$ cat config.mk
export PLATFORM = sky130hd
export DESIGN_NAME = cci_mpf_csr_mgr_flat
export DESIGN_NICKNAME = d
export VERILOG_FILES = /design/src/rtl/cci_mpf_csrs_pkg.sv /design/src/rtl/cci_mpf_csrs_if.sv /design/src/rtl/cci_mpf_csr_rd_fifo.sv /design/src/rtl/cci_mpf_csr_mgr.sv /design/src/flat_wrapper.sv
export SDC_FILE = /design/constraint.sdc
export NUM_CORES = 1
export LEC_CHECK = 0
export CAP_MARGIN = 20
export CORE_AREA = 2 2 244 246
export DETAILED_ROUTE_END_ITERATION = 7
export DIE_AREA = 0 0 246 248
export SYNTH_ARGS = -nofsm -noshare
export SYNTH_HDL_FRONTEND = slang
export SYNTH_HIERARCHICAL = 1
export SYNTH_SLANG_ARGS = --single-unit
$ cat constraint.sdc
create_clock -name clk -period 3.1 [get_ports clk]
set_input_delay 0.62 -clock clk [delete_from_list [all_inputs] [get_ports clk]]
set_output_delay 0.62 -clock clk [all_outputs]
set_load 0.1 [all_outputs]
$ cat src/rtl/cci_mpf_csrs_pkg.sv
// MPF CSR shared types: CSR offsets, VTP mode type, line-address width,
// pending-read record and the MMIO address decode helper.
package cci_mpf_csrs_pkg;

  localparam int CCI_CLADDR_WIDTH = 42;
  localparam int VTP_MODE_WIDTH   = 8;

  typedef logic [CCI_CLADDR_WIDTH-1:0] t_line_addr;
  typedef logic [VTP_MODE_WIDTH-1:0]   t_vtp_mode;

  typedef enum logic [2:0] {
    CSR_VTP_MODE         = 3'd0,
    CSR_VTP_PT_BASE      = 3'd1,
    CSR_VTP_HITS         = 3'd2,
    CSR_VTP_MISSES       = 3'd3,
    CSR_WRO_WRITES       = 3'd4,
    CSR_WRO_READS        = 3'd5,
    CSR_WRO_WR_CONFLICTS = 3'd6,
    CSR_WRO_RD_CONFLICTS = 3'd7
  } t_csr_idx;

  typedef struct packed {
    logic     hit;
    t_csr_idx idx;
  } t_csr_dec;

  typedef struct packed {
    logic [15:0] addr;
    logic [8:0]  tid;
  } t_rd_req;

  // CSRs are 8 bytes wide, so only even DWORD offsets 0..14 map.
  // Addresses below the base wrap to large offsets and miss.
  function automatic t_csr_dec csr_decode(
    input logic [15:0] addr,
    input logic [15:0] base
  );
    t_csr_dec    d;
    logic [15:0] off;
    off   = addr - base;
    d.hit = (off[15:4] == 12'h000) && !off[0];
    d.idx = t_csr_idx'(off[3:1]);
    return d;
  endfunction

endpackage

$ cat src/rtl/cci_mpf_csrs_if.sv
// MPF CSR bundle: VTP control inputs and VTP/WRO statistics counters.
// Modports: csr (CSR manager side), mpf (VTP/WRO side).
interface cci_mpf_csrs;
  import cci_mpf_csrs_pkg::*;

  t_vtp_mode   vtp_in_mode;
  t_line_addr  vtp_in_page_table_base;
  logic        vtp_in_page_table_base_valid;

  logic [63:0] vtp_out_num_hits;
  logic [63:0] vtp_out_num_misses;
  logic [63:0] wro_out_num_writes;
  logic [63:0] wro_out_num_reads;
  logic [63:0] wro_out_num_wr_conflicts;
  logic [63:0] wro_out_num_rd_conflicts;

  modport csr (
    output vtp_in_mode,
    output vtp_in_page_table_base,
    output vtp_in_page_table_base_valid,
    input  vtp_out_num_hits,
    input  vtp_out_num_misses,
    input  wro_out_num_writes,
    input  wro_out_num_reads,
    input  wro_out_num_wr_conflicts,
    input  wro_out_num_rd_conflicts
  );

  modport mpf (
    input  vtp_in_mode,
    input  vtp_in_page_table_base,
    input  vtp_in_page_table_base_valid,
    output vtp_out_num_hits,
    output vtp_out_num_misses,
    output wro_out_num_writes,
    output wro_out_num_reads,
    output wro_out_num_wr_conflicts,
    output wro_out_num_rd_conflicts
  );

endinterface

$ cat src/rtl/cci_mpf_csr_rd_fifo.sv
// Pending MMIO read buffer. Ports: clk, rst_n, i_enq/i_data (push),
// i_deq (pop), o_data (head), o_full, o_empty. DEPTH is a power of 2.
module cci_mpf_csr_rd_fifo
  import cci_mpf_csrs_pkg::*;
#(
  parameter int DEPTH = 4
) (
  input  logic    clk,
  input  logic    rst_n,
  input  logic    i_enq,
  input  t_rd_req i_data,
  input  logic    i_deq,
  output t_rd_req o_data,
  output logic    o_full,
  output logic    o_empty
);

  localparam int AW = $clog2(DEPTH);
  localparam logic [AW:0] FULL_CNT = (AW+1)'(DEPTH);

  t_rd_req       r_mem [DEPTH];
  logic [AW-1:0] r_wr_ptr;
  logic [AW-1:0] r_rd_ptr;
  logic [AW:0]   r_count;
  logic          w_do_enq;
  logic          w_do_deq;

  assign o_full   = (r_count == FULL_CNT);
  assign o_empty  = (r_count == '0);
  assign o_data   = r_mem[r_rd_ptr];
  assign w_do_deq = i_deq && !o_empty;
  // A push into a full buffer fits only if the head leaves this cycle.
  assign w_do_enq = i_enq && (!o_full || w_do_deq);

  always_ff @(posedge clk) begin
    if (w_do_enq) r_mem[r_wr_ptr] <= i_data;
  end

  always_ff @(posedge clk or negedge rst_n) begin
    if (!rst_n) begin
      r_wr_ptr <= '0;
      r_rd_ptr <= '0;
      r_count  <= '0;
    end else begin
      if (w_do_enq) r_wr_ptr <= r_wr_ptr + 1'b1;
      if (w_do_deq) r_rd_ptr <= r_rd_ptr + 1'b1;
      unique case ({w_do_enq, w_do_deq})
        2'b10:   r_count <= r_count + 1'b1;
        2'b01:   r_count <= r_count - 1'b1;
        default: r_count <= r_count;
      endcase
    end
  end

endmodule

$ cat src/rtl/cci_mpf_csr_mgr.sv
// MPF MMIO CSR manager: VTP mode/page-table writes, buffered in-order reads.
// Ports: clk, reset_n, mmio_wr_*, mmio_rd_*, rsp_blocked, rsp_*, rd_overflow,
// csrs (cci_mpf_csrs.csr). Define CCI_MPF_CSR_STATS_EN to expose counters.
module cci_mpf_csr_mgr
  import cci_mpf_csrs_pkg::*;
#(
  parameter logic [15:0] CSR_BASE      = 16'h0800,
  parameter int          RD_FIFO_DEPTH = 4
) (
  input  logic        clk,
  input  logic        reset_n,
  input  logic        mmio_wr_valid,
  input  logic [15:0] mmio_wr_addr,
  input  logic [63:0] mmio_wr_data,
  input  logic        mmio_rd_valid,
  input  logic [15:0] mmio_rd_addr,
  input  logic [8:0]  mmio_rd_tid,
  input  logic        rsp_blocked,
  output logic        rsp_valid,
  output logic [8:0]  rsp_tid,
  output logic [63:0] rsp_data,
  output logic        rd_overflow,
  cci_mpf_csrs.csr    csrs
);

  t_vtp_mode   r_mode;
  t_line_addr  r_pt_base;
  logic        r_pt_valid;
  logic        r_rsp_valid;
  logic [8:0]  r_rsp_tid;
  logic [63:0] r_rsp_data;
  logic        r_overflow;

  t_csr_dec    w_wr_dec;
  t_csr_dec    w_rd_dec;
  t_rd_req     w_enq_req;
  t_rd_req     w_head;
  logic        w_full;
  logic        w_empty;
  logic        w_deq;
  logic        w_wr_mode;
  logic        w_wr_base;
  logic [63:0] w_rd_data;
  logic        w_unused;

  assign w_unused = ^mmio_wr_data[63:48];

  assign w_wr_dec  = csr_decode(mmio_wr_addr, CSR_BASE);
  assign w_wr_mode = mmio_wr_valid && w_wr_dec.hit &&
                     (w_wr_dec.idx == CSR_VTP_MODE);
  assign w_wr_base = mmio_wr_valid && w_wr_dec.hit &&
                     (w_wr_dec.idx == CSR_VTP_PT_BASE);

  assign w_enq_req = '{addr: mmio_rd_addr, tid: mmio_rd_tid};
  assign w_deq     = !w_empty && !rsp_blocked;

  cci_mpf_csr_rd_fifo #(
    .DEPTH(RD_FIFO_DEPTH)
  ) u_rd_fifo (
    .clk    (clk),
    .rst_n  (reset_n),
    .i_enq  (mmio_rd_valid),
    .i_data (w_enq_req),
    .i_deq  (w_deq),
    .o_data (w_head),
    .o_full (w_full),
    .o_empty(w_empty)
  );

  assign w_rd_dec = csr_decode(w_head.addr, CSR_BASE);

  // Reads see register state before any same-cycle write lands.
  always_comb begin
    w_rd_data = '0;
    if (w_rd_dec.hit) begin
      unique case (w_rd_dec.idx)
        CSR_VTP_MODE:         w_rd_data = 64'(r_mode);
`ifdef CCI_MPF_CSR_STATS_EN
        CSR_VTP_HITS:         w_rd_data = csrs.vtp_out_num_hits;
        CSR_VTP_MISSES:       w_rd_data = csrs.vtp_out_num_misses;
        CSR_WRO_WRITES:       w_rd_data = csrs.wro_out_num_writes;
        CSR_WRO_READS:        w_rd_data = csrs.wro_out_num_reads;
        CSR_WRO_WR_CONFLICTS: w_rd_data = csrs.wro_out_num_wr_conflicts;
        CSR_WRO_RD_CONFLICTS: w_rd_data = csrs.wro_out_num_rd_conflicts;
`endif
        default:              w_rd_data = '0;
      endcase
    end
  end

  always_ff @(posedge clk or negedge reset_n) begin
    if (!reset_n) begin
      r_mode     <= '0;
      r_pt_base  <= '0;
      r_pt_valid <= 1'b0;
    end else begin
      if (w_wr_mode) r_mode <= mmio_wr_data[VTP_MODE_WIDTH-1:0];
      if (w_wr_base) begin
        r_pt_base  <= mmio_wr_data[6 +: CCI_CLADDR_WIDTH];
        r_pt_valid <= 1'b1;
      end
    end
  end

  always_ff @(posedge clk or negedge reset_n) begin
    if (!reset_n) begin
      r_rsp_valid <= 1'b0;
      r_rsp_tid   <= '0;
      r_rsp_data  <= '0;
      r_overflow  <= 1'b0;
    end else begin
      r_rsp_valid <= w_deq;
      if (w_deq) begin
        r_rsp_tid  <= w_head.tid;
        r_rsp_data <= w_rd_data;
      end
      if (mmio_rd_valid && w_full && !w_deq) r_overflow <= 1'b1;
    end
  end

  assign csrs.vtp_in_mode                  = r_mode;
  assign csrs.vtp_in_page_table_base       = r_pt_base;
  assign csrs.vtp_in_page_table_base_valid = r_pt_valid;

  assign rsp_valid   = r_rsp_valid;
  assign rsp_tid     = r_rsp_tid;
  assign rsp_data    = r_rsp_data;
  assign rd_overflow = r_overflow;

endmodule

$ cat src/flat_wrapper.sv
// flat-port wrapper written by rule: the top's interface ports become plain ports
module cci_mpf_csr_mgr_flat import cci_mpf_csrs_pkg::*;
#(
  parameter logic [15:0] CSR_BASE      = 16'h0800,
  parameter int          RD_FIFO_DEPTH = 4
)
  (clk, reset_n, mmio_wr_valid, mmio_wr_addr, mmio_wr_data, mmio_rd_valid, mmio_rd_addr, mmio_rd_tid, rsp_blocked, rsp_valid, rsp_tid, rsp_data, rd_overflow, csrs_vtp_in_mode, csrs_vtp_in_page_table_base, csrs_vtp_in_page_table_base_valid, csrs_vtp_out_num_hits, csrs_vtp_out_num_misses, csrs_wro_out_num_writes, csrs_wro_out_num_reads, csrs_wro_out_num_wr_conflicts, csrs_wro_out_num_rd_conflicts);
  cci_mpf_csrs csrs_i ();
  input  logic clk;
  input  logic reset_n;
  input  logic mmio_wr_valid;
  input  logic [15:0] mmio_wr_addr;
  input  logic [63:0] mmio_wr_data;
  input  logic mmio_rd_valid;
  input  logic [15:0] mmio_rd_addr;
  input  logic [8:0] mmio_rd_tid;
  input  logic rsp_blocked;
  output logic rsp_valid;
  output logic [8:0] rsp_tid;
  output logic [63:0] rsp_data;
  output logic rd_overflow;
  output wire logic [$bits(csrs_i.vtp_in_mode)-1:0] csrs_vtp_in_mode;
  output wire logic [$bits(csrs_i.vtp_in_page_table_base)-1:0] csrs_vtp_in_page_table_base;
  output wire logic [$bits(csrs_i.vtp_in_page_table_base_valid)-1:0] csrs_vtp_in_page_table_base_valid;
  input wire logic [$bits(csrs_i.vtp_out_num_hits)-1:0] csrs_vtp_out_num_hits;
  input wire logic [$bits(csrs_i.vtp_out_num_misses)-1:0] csrs_vtp_out_num_misses;
  input wire logic [$bits(csrs_i.wro_out_num_writes)-1:0] csrs_wro_out_num_writes;
  input wire logic [$bits(csrs_i.wro_out_num_reads)-1:0] csrs_wro_out_num_reads;
  input wire logic [$bits(csrs_i.wro_out_num_wr_conflicts)-1:0] csrs_wro_out_num_wr_conflicts;
  input wire logic [$bits(csrs_i.wro_out_num_rd_conflicts)-1:0] csrs_wro_out_num_rd_conflicts;
  assign csrs_vtp_in_mode = csrs_i.vtp_in_mode;
  assign csrs_vtp_in_page_table_base = csrs_i.vtp_in_page_table_base;
  assign csrs_vtp_in_page_table_base_valid = csrs_i.vtp_in_page_table_base_valid;
  assign csrs_i.vtp_out_num_hits = csrs_vtp_out_num_hits;
  assign csrs_i.vtp_out_num_misses = csrs_vtp_out_num_misses;
  assign csrs_i.wro_out_num_writes = csrs_wro_out_num_writes;
  assign csrs_i.wro_out_num_reads = csrs_wro_out_num_reads;
  assign csrs_i.wro_out_num_wr_conflicts = csrs_wro_out_num_wr_conflicts;
  assign csrs_i.wro_out_num_rd_conflicts = csrs_wro_out_num_rd_conflicts;
  cci_mpf_csr_mgr #(.CSR_BASE(CSR_BASE), .RD_FIFO_DEPTH(RD_FIFO_DEPTH)) u_core (.clk(clk), .reset_n(reset_n), .mmio_wr_valid(mmio_wr_valid), .mmio_wr_addr(mmio_wr_addr), .mmio_wr_data(mmio_wr_data), .mmio_rd_valid(mmio_rd_valid), .mmio_rd_addr(mmio_rd_addr), .mmio_rd_tid(mmio_rd_tid), .rsp_blocked(rsp_blocked), .rsp_valid(rsp_valid), .rsp_tid(rsp_tid), .rsp_data(rsp_data), .rd_overflow(rd_overflow), .csrs(csrs_i));
endmodule
==> metrics.yaml, run 1 <==
grt_max_degree: 57
crit-reg2reg-launch: "u_core/u_rd_fifo/r_rd_ptr[0]$_DFFE_PN0P_"
area_fraction_of_the_dominant_cell_type_after_synthesis_pct: 41.64
final_cell_mix: "sky130_fd_sc_hd__edfxtp_1, sky130_fd_sc_hd__clkdlybuf4s50_1, sky130_fd_sc_hd__buf_4"
cp_slowest_cell: "sky130_fd_sc_hd__dfrtp_1"
most_common_cell_on_crit_path: "sky130_fd_sc_hd__buf_4"
worst-r2r-cell-count: 7
tritoncts_buffer_count: 17
worst_ir_drop_vdd_v: 0.0008832
layout_commonest_cell: "sky130_fd_sc_hd__edfxtp_1"
seq_power_share_pct: 39.4
setup_total_negative_slack_ps: 0
cp_bufs_invs: 2
cts_resized: 0
period_share_pct: 88.81
critical_path.max_fanout: 8
synth_top_cell_by_area: "sky130_fd_sc_hd__edfxtp_1"
post-cts-setup-buffers: 0
arrival_ps: 3150
result_of_the_run: "finished, final reports clean"
rsz0062_at_grt: "no"
filler_cell_count: 6359
syn_inst: 413
detailed_router_s_first_iteration_violation_count: 175
setup_ws_ps: 347.0
place_congestion: 0.6631
p_int_w: 0.004896
synth_top_cells_by_area: "sky130_fd_sc_hd__edfxtp_1, sky130_fd_sc_hd__dfrtp_1, sky130_fd_sc_hd__mux4_2"
ant_nets: 0
power_per_cell_area_nw_per_um2: 766.7
routed_wire_length_per_instance_um: 14.43
grt_antenna_before_repair: 5
synth_sequential_area_ratio_pct: 68.36
worstReg2RegEnd: "u_core/rsp_data[0]$_DFFE_PN0P_"
globalRouteOverflowTotal: 0
die-area_um2: 61010
synth-seq-cells: 177
floorplan.io_pins: 620
placeableCoreArea_um2: 58460
syn-cell-area_um2: 7212
nNetsFinal: 1103
setup.worst_path.end_class: "flop"
fraction_of_final_layout_cells_sized_beyond_drive_strength_1_pct: 33.88
clk-insertion-delay-late_ps: 460
dp_slack_ps: 178.4
cts-root-to-sink-buffers: 2
clkSinkCount: 177
timing.final.max_slew_violations: 0
input_output_buffers: 163
detailroute.via_count: 3988
crit_chain: "buf_4 > mux4_2 > nor4_1 > nand4_1 > nor4_4 > buf_4 > a22o_1"
fp.dieH_um: 248
path_class: "reg2reg"
grt.total_usage_pct: 6.507
worstPathRequired_ps: 3500
worst_setup_path_start_kind: "flop"
holdBufCountCts: 0
min-delay-path-class: "in2async"
drc_errors_left: 0
final.setup_skew_ps: 19.25
power_leakage_nw: 4.062
hpwl_um: 15000
antenna_cells_inserted: 0
postSynthAreaPerCell_um2: 17.46
wirelength_um: 20010
timing_worst_slew_pin_value_ps: 841.6
wire_length_of_the_first_global_routing_pass_um: 28040
synth_to_layout_area_growth_pct: 41.40
cp_peak_stage_delay_ps: 660
worst_path_dominant_cell_family: "simple AND/OR/NAND/NOR gates"
combinationalPowerShare_pct: 30.0
start_util_pct: 12.34
cts.htree.levels: 4
final_report_hold_violation_count: 0
synth.yosys.warnings: 6
setup_violations: 0
clkSlewWorstSetupHoldPaths_ps: 90
rrSetupSlack_ps: 350
synth.lib_cells_used.distinct: 38
grt_pass1_vias: 4025
dieWidth_um: 246
swShare_pct: 37.38
floorplan.rows: 89
power.switching_w: 0.002922
final.min_clock_period_ps: 2753
maxClockFrequency_mhz: 363.2
relSlewSlack_pct: 43.89
max-cap-violations: 0
drt-vias-per-instance: 2.875
drt_pass1_iterations: 4
cts_tree: "done"
clk_root_buffer_cell: "sky130_fd_sc_hd__clkbuf_16"
power.clock.fraction_pct: 30.6
## cells by family after synthesis
logic type	count (synthesis)	synth area share [%]
mux	77	15.96
fa+ha+maj	8	1.492
buf+inv	80	7.651
simple gates	51	4.077
compound gates	11	1.440
xor+xnor	8	0.9716
flops	177	68.36
other cells	1	0.05200
## per-layer routing
layer	up-vias	track usage [%]	share of wire (%)
li1	1791	-	-
met1	2035	7.603	41
met2	131	10.40	49
met3	23	3.503	9.5
met4	8	1.604	0.81
met5	-	0	0.27
## per-stage QoR
| stage | util [%] | hold WS [ps] | std cells | area, um2 | total power (W) |
|---|---|---|---|---|---|
| after CTS | 17.44 | 263.8 | 1387 | 10200 | 0.007970 |
| after detailed placement | 16.31 | 463.0 | 1355 | 9538 | 0.005516 |
| after floorplan | - | 324.4 | 468 | 7418 | 0.004851 |
| after global routing | 17.44 | 260.7 | 1387 | 10200 | 0.008226 |
| after global placement | 16.31 | 462.9 | 1355 | 9538 | 0.005479 |
| final | 17.44 | 215.9 | 1387 | 10200 | 0.007818 |
## final cells by class
cell class                      count  area, um2  area share (%)
Sequential cell                   177       4930           48.34
Clock inverter                     15      234.0           2.294
Multi-Input combinational cell    211       1937           18.99
Inverter                           12      45.04          0.4417
Tap cell                          773      967.2           9.485
Clock buffer                       17      425.4           4.172
Timing Repair Buffer              182       1659           16.27
## how the worst max path moves through the flow
stage / startpoint / to / slack [ps] / depth (start not counted)
2_1_floorplan: rsp_blocked / u_core/u_rd_fifo/r_count[2]$_DFFE_PN0P_ / 440 / 11
6_report: u_core/u_rd_fifo/r_rd_ptr[0]$_DFFE_PN0P_ / u_core/rsp_data[0]$_DFFE_PN0P_ / 350 / 7
3_5_place_dp: mmio_wr_addr[11] / u_core/csrs.vtp_in_page_table_base[19]$_DFFE_PN0P_ / 180 / 8
3_3_place_gp: mmio_wr_addr[11] / u_core/csrs.vtp_in_page_table_base[24]$_DFFE_PN0P_ / 210 / 8
5_1_grt: u_core/u_rd_fifo/r_rd_ptr[0]$_DFFE_PN0P_ / u_core/rsp_data[0]$_DFFE_PN0P_ / 200 / 7
4_1_cts: u_core/u_rd_fifo/r_rd_ptr[0]$_DFFE_PN0P_ / u_core/rsp_data[7]$_DFFE_PN0P_ / 320 / 7
## synthesized netlist by cell type
cell type and n:
sky130_fd_sc_hd__o31a_2 1, sky130_fd_sc_hd__nor3_1 2, sky130_fd_sc_hd__or2_2 2, sky130_fd_sc_hd__nand2_1 28
sky130_fd_sc_hd__inv_1 11, sky130_fd_sc_hd__ha_1 7, sky130_fd_sc_hd__mux2i_1 1, sky130_fd_sc_hd__o21a_4 1
sky130_fd_sc_hd__dfrtp_1 77, sky130_fd_sc_hd__nor4_1 2, sky130_fd_sc_hd__and2_2 4, sky130_fd_sc_hd__nor4_4 2
sky130_fd_sc_hd__xor2_1 3, sky130_fd_sc_hd__clkinv_1 1, sky130_fd_sc_hd__nor2_2 1, sky130_fd_sc_hd__mux2_1 3
sky130_fd_sc_hd__xnor2_1 5, sky130_fd_sc_hd__buf_1 1, sky130_fd_sc_hd__buf_2 3, sky130_fd_sc_hd__buf_6 4
sky130_fd_sc_hd__buf_4 58, sky130_fd_sc_hd__mux2_2 47, sky130_fd_sc_hd__nand4_1 2, sky130_fd_sc_hd__conb_1 1
sky130_fd_sc_hd__fa_1 1, sky130_fd_sc_hd__nand2b_1 1, sky130_fd_sc_hd__edfxtp_1 100, sky130_fd_sc_hd__a22o_1 8
sky130_fd_sc_hd__or3b_1 1, sky130_fd_sc_hd__a31o_2 1, sky130_fd_sc_hd__and4bb_2 1, sky130_fd_sc_hd__nor2_1 1
sky130_fd_sc_hd__mux4_2 25, sky130_fd_sc_hd__mux2_4 1, sky130_fd_sc_hd__nor4b_1 2, sky130_fd_sc_hd__or3_1 1
sky130_fd_sc_hd__or4_1 1, sky130_fd_sc_hd__clkbuf_1 2
## power groups by stage
stage	Clock, W	Combinational, W	Sequential [W]
after detailed placement	0	0.00238	0.00314
after CTS	0.00249	0.00239	0.00309
after global placement	0	0.00236	0.00312
after floorplan	0	0.00132	0.00353
final	0.00239	0.00235	0.00308
after global routing	0.00260	0.00251	0.00312
## sequential cells by signal, indices dropped and copies added, names as in the netlist
register and cells:
u_core/u_rd_fifo/r_mem 100, u_core/u_rd_fifo/r_wr_ptr 2, u_core/rsp_valid 1, u_core/u_rd_fifo/r_rd_ptr 2
u_core/u_rd_fifo/r_count 3, u_core/rd_overflow 1, u_core/rsp_tid 9, u_core/rsp_data 8
u_core/csrs.vtp_in_page_table_base 42, u_core/csrs.vtp_in_page_table_base_valid 1, u_core/csrs.vtp_in_mode 8
No activity file was read; power rests on OpenSTA's default activity.
==> inputs of run 2 (changes only) <==
- ABC_AREA: default -> 0
==> results of run 2 <==
Final layout, timing and power as in run 1 (identical DEF).
==> inputs of run 3 (changes only) <==
--- a/config.mk
+++ b/config.mk
@@ -11,4 +11,5 @@
 export DETAILED_ROUTE_END_ITERATION = 7
 export DIE_AREA = 0 0 246 248
+export PLACE_DENSITY = 0.37
 export SYNTH_ARGS = -nofsm -noshare
 export SYNTH_HDL_FRONTEND = slang
==> constraint.sdc (replaced) <==
create_clock -name clk -period 3.1 [get_ports clk]
set_input_delay 0.62 -clock clk [delete_from_list [all_inputs] [get_ports clk]]
set_output_delay 0.62 -clock clk [all_outputs]
set_load 0.05 [all_outputs]
==> metrics.yaml, run 3 (synthesis gave the netlist of run 1 again) <==
clkSinkCount: 177  # unchanged
maxClockFrequency_mhz: 388.1  # +6.8%
final_report_hold_violation_count: 0  # unchanged
grt_pass1_vias: 4113  # +2.2%
clkSlewWorstSetupHoldPaths_ps: 70  # -20 ps
min-delay-path-class: "in2async"
most_common_cell_on_crit_path: "sky130_fd_sc_hd__buf_4"
floorplan.io_pins: 620  # unchanged
period_share_pct: 83.12  # -5.7 points
power_per_cell_area_nw_per_um2: 710.0  # -7.4%
wire_length_of_the_first_global_routing_pass_um: 31020  # +11%
hpwl_um: 16970  # +13%
timing.final.max_slew_violations: 0  # unchanged
drt_pass1_iterations: 4  # unchanged
drt-vias-per-instance: 2.845  # -1.1%
post-cts-setup-buffers: 0  # unchanged
worst_setup_path_start_kind: "flop"
wirelength_um: 22380  # +12%
floorplan.rows: 89  # unchanged
setup_total_negative_slack_ps: 0  # unchanged
final.setup_skew_ps: 14.46  # -4.786 ps
grt.total_usage_pct: 7.386  # +0.88 points
rsz0062_at_grt: "no"
cts_tree: "done"
die-area_um2: 61010  # unchanged
holdBufCountCts: 0  # unchanged
path_class: "reg2reg"
cts-root-to-sink-buffers: 2  # unchanged
cp_peak_stage_delay_ps: 540  # -120 ps
placedInstanceArea_um2: 9764  # +2.4%
worst_path_dominant_cell_family: "simple AND/OR/NAND/NOR gates"
cts_resized: 0  # unchanged
drc_errors_left: 0  # unchanged
crit_chain: "buf_4 > mux4_2 > nor4b_1 > buf_4 > nand4_1 > nor4_4 > buf_12 > a22o_1"
crit-reg2reg-launch: "u_core/u_rd_fifo/r_rd_ptr[0]$_DFFE_PN0P_"
largest_reg_flops: 100  # unchanged
regMostFlops: "u_core/u_rd_fifo/r_mem"
filler_cell_count: 6366  # +0.11%
worstPathRequired_ps: 3480  # -20 ps
start_util_pct: 12.34  # unchanged
setup_violations: 0  # unchanged
setup.worst_path.end_class: "flop"
max-cap-violations: 0  # unchanged
final-seq-area_um2: 4931  # about the same
detailroute.via_count: 3960  # -0.70%
cp_slowest_cell: "sky130_fd_sc_hd__dfrtp_2"
p_total_w: 0.007366  # -5.8%
fraction_of_final_layout_cells_sized_beyond_drive_strength_1_pct: 23.10  # -11 points
final_cell_mix: "sky130_fd_sc_hd__clkdlybuf4s50_1, sky130_fd_sc_hd__edfxtp_1, sky130_fd_sc_hd__dfrtp_1"
nNetsFinal: 1108  # +0.45%
post-route-cell-area_um2: 10370  # +1.7%
fp.dieH_um: 248  # unchanged
antenna_cells_inserted: 0  # unchanged
final.min_clock_period_ps: 2577  # -176.2 ps
placeableCoreArea_um2: 58460  # unchanged
clk-insertion-delay-late_ps: 450  # about the same
cts.htree.levels: 4  # unchanged
clk_root_buffer_cell: "sky130_fd_sc_hd__clkbuf_16"
layout_commonest_cell: "sky130_fd_sc_hd__clkdlybuf4s50_1"
synth_to_layout_area_growth_pct: 43.84
cp_bufs_invs: 3  # +1
worst_ir_drop_vdd_v: 0.0003594  # -59%
grt_max_degree: 62  # +8.8%
detailed_router_s_first_iteration_violation_count: 150  # -14%
power_leakage_nw: 3.934  # -3.2%
grt_antenna_before_repair: 3  # -2
place_congestion: 0.6402  # -3.5%
routed_wire_length_per_instance_um: 16.08  # +11%
input_output_buffers: 163  # unchanged
multiInputGateArea_um2: 1937  # unchanged
globalRouteOverflowTotal: 0  # unchanged
relSlewSlack_pct: 37.08  # -6.8 points
timing_worst_slew_pin_value_ps: 943.9  # +102.2 ps
crit_start: "u_core/u_rd_fifo/r_rd_ptr[0]$_DFFE_PN0P_"
dieWidth_um: 246  # unchanged
arrival_ps: 2960  # -190 ps
critical_path.max_fanout: 8  # unchanged
result_of_the_run: "finished, final reports clean"
ant_nets: 0  # unchanged
tritoncts_buffer_count: 17  # unchanged
## run 3: cell types whose count changed in the layout (fill, tap and decap cells not counted), sizes merged
cell,delta
clkinvlp,+1
clkdlybuf4s50,+70
inv,-3
bufinv,+1
buf,-65
clkbuf,+1
## run 3: final timing paths
| check | endpoint | slack [ps] | depth (start not counted) |
|---|---|---|---|
| hold reg to reg | u_core/csrs.vtp_in_page_table_base_valid$_DFFE_PN0P_ | 480 | 1 |
| setup / recovery | u_core/rsp_data[2]$_DFFE_PN0P_ | 520 | 8 |
| setup reg to reg | u_core/rsp_data[2]$_DFFE_PN0P_ | 520 | 8 |
| max in group asynchronous | u_core/csrs.vtp_in_page_table_base[38]$_DFFE_PN0P_ | 2070 | 2 |
| min in group clk | u_core/csrs.vtp_in_page_table_base_valid$_DFFE_PN0P_ | 480 | 1 |
| hold / removal | u_core/csrs.vtp_in_page_table_base[20]$_DFFE_PN0P_ | 320 | 1 |
## run 3: final cells by class
type	instances	share of cell area [%]
sequential	177	47.53
clock buffer	18	4.137
multi-input combinational	211	18.67
inverter	12	0.4342
timing repair buffer	187	18.16
tap	773	9.323
clock inverter	14	1.737
## run 3: metrics by stage
| step | std cells | hold slack, ps | utilization, % | worst slack (ps) |
|---|---|---|---|---|
| 2_1_floorplan | 468 | 324.4 | - | 436.1 |
| 3_3_place_gp | 1360 | 464.7 | 16.70 | 184.7 |
| 3_5_place_dp | 1360 | 461.7 | 16.70 | 173.1 |
| 4_1_cts | 1392 | 332.3 | 17.74 | 409.5 |
| 5_1_grt | 1392 | 379.3 | 17.74 | 212.5 |
| 6_report | 1392 | 321.2 | 17.74 | 523.2 |
## run 3: per-layer routing
layer	vias to the layer above	global-route usage, %	part of all wire (%)
met5	-	0	0.17
met2	111	12.34	51
met1	2025	8.713	41
li1	1801	-	-
met4	6	1.925	0.94
met3	17	3.071	7.3
## run 3: worst register-to-register path, delay by kind of cell (launching register included)
kind | cells | cell delay (ps)
buffers and inverters | 3 | 560
AO/OA/AOI/OAI | 1 | 130
multiplexers | 1 | 520
AND/OR/NAND/NOR | 3 | 770
flip-flops | 1 | 540
## run 3: where the power goes
part	leakage [nW]	switching, W	internal, W
Clock	0.296	0.00108	0.00117
Sequential	1.95	0.000182	0.00290
Combinational	1.68	0.00114	0.000896
Total	3.93	0.00240	0.00496
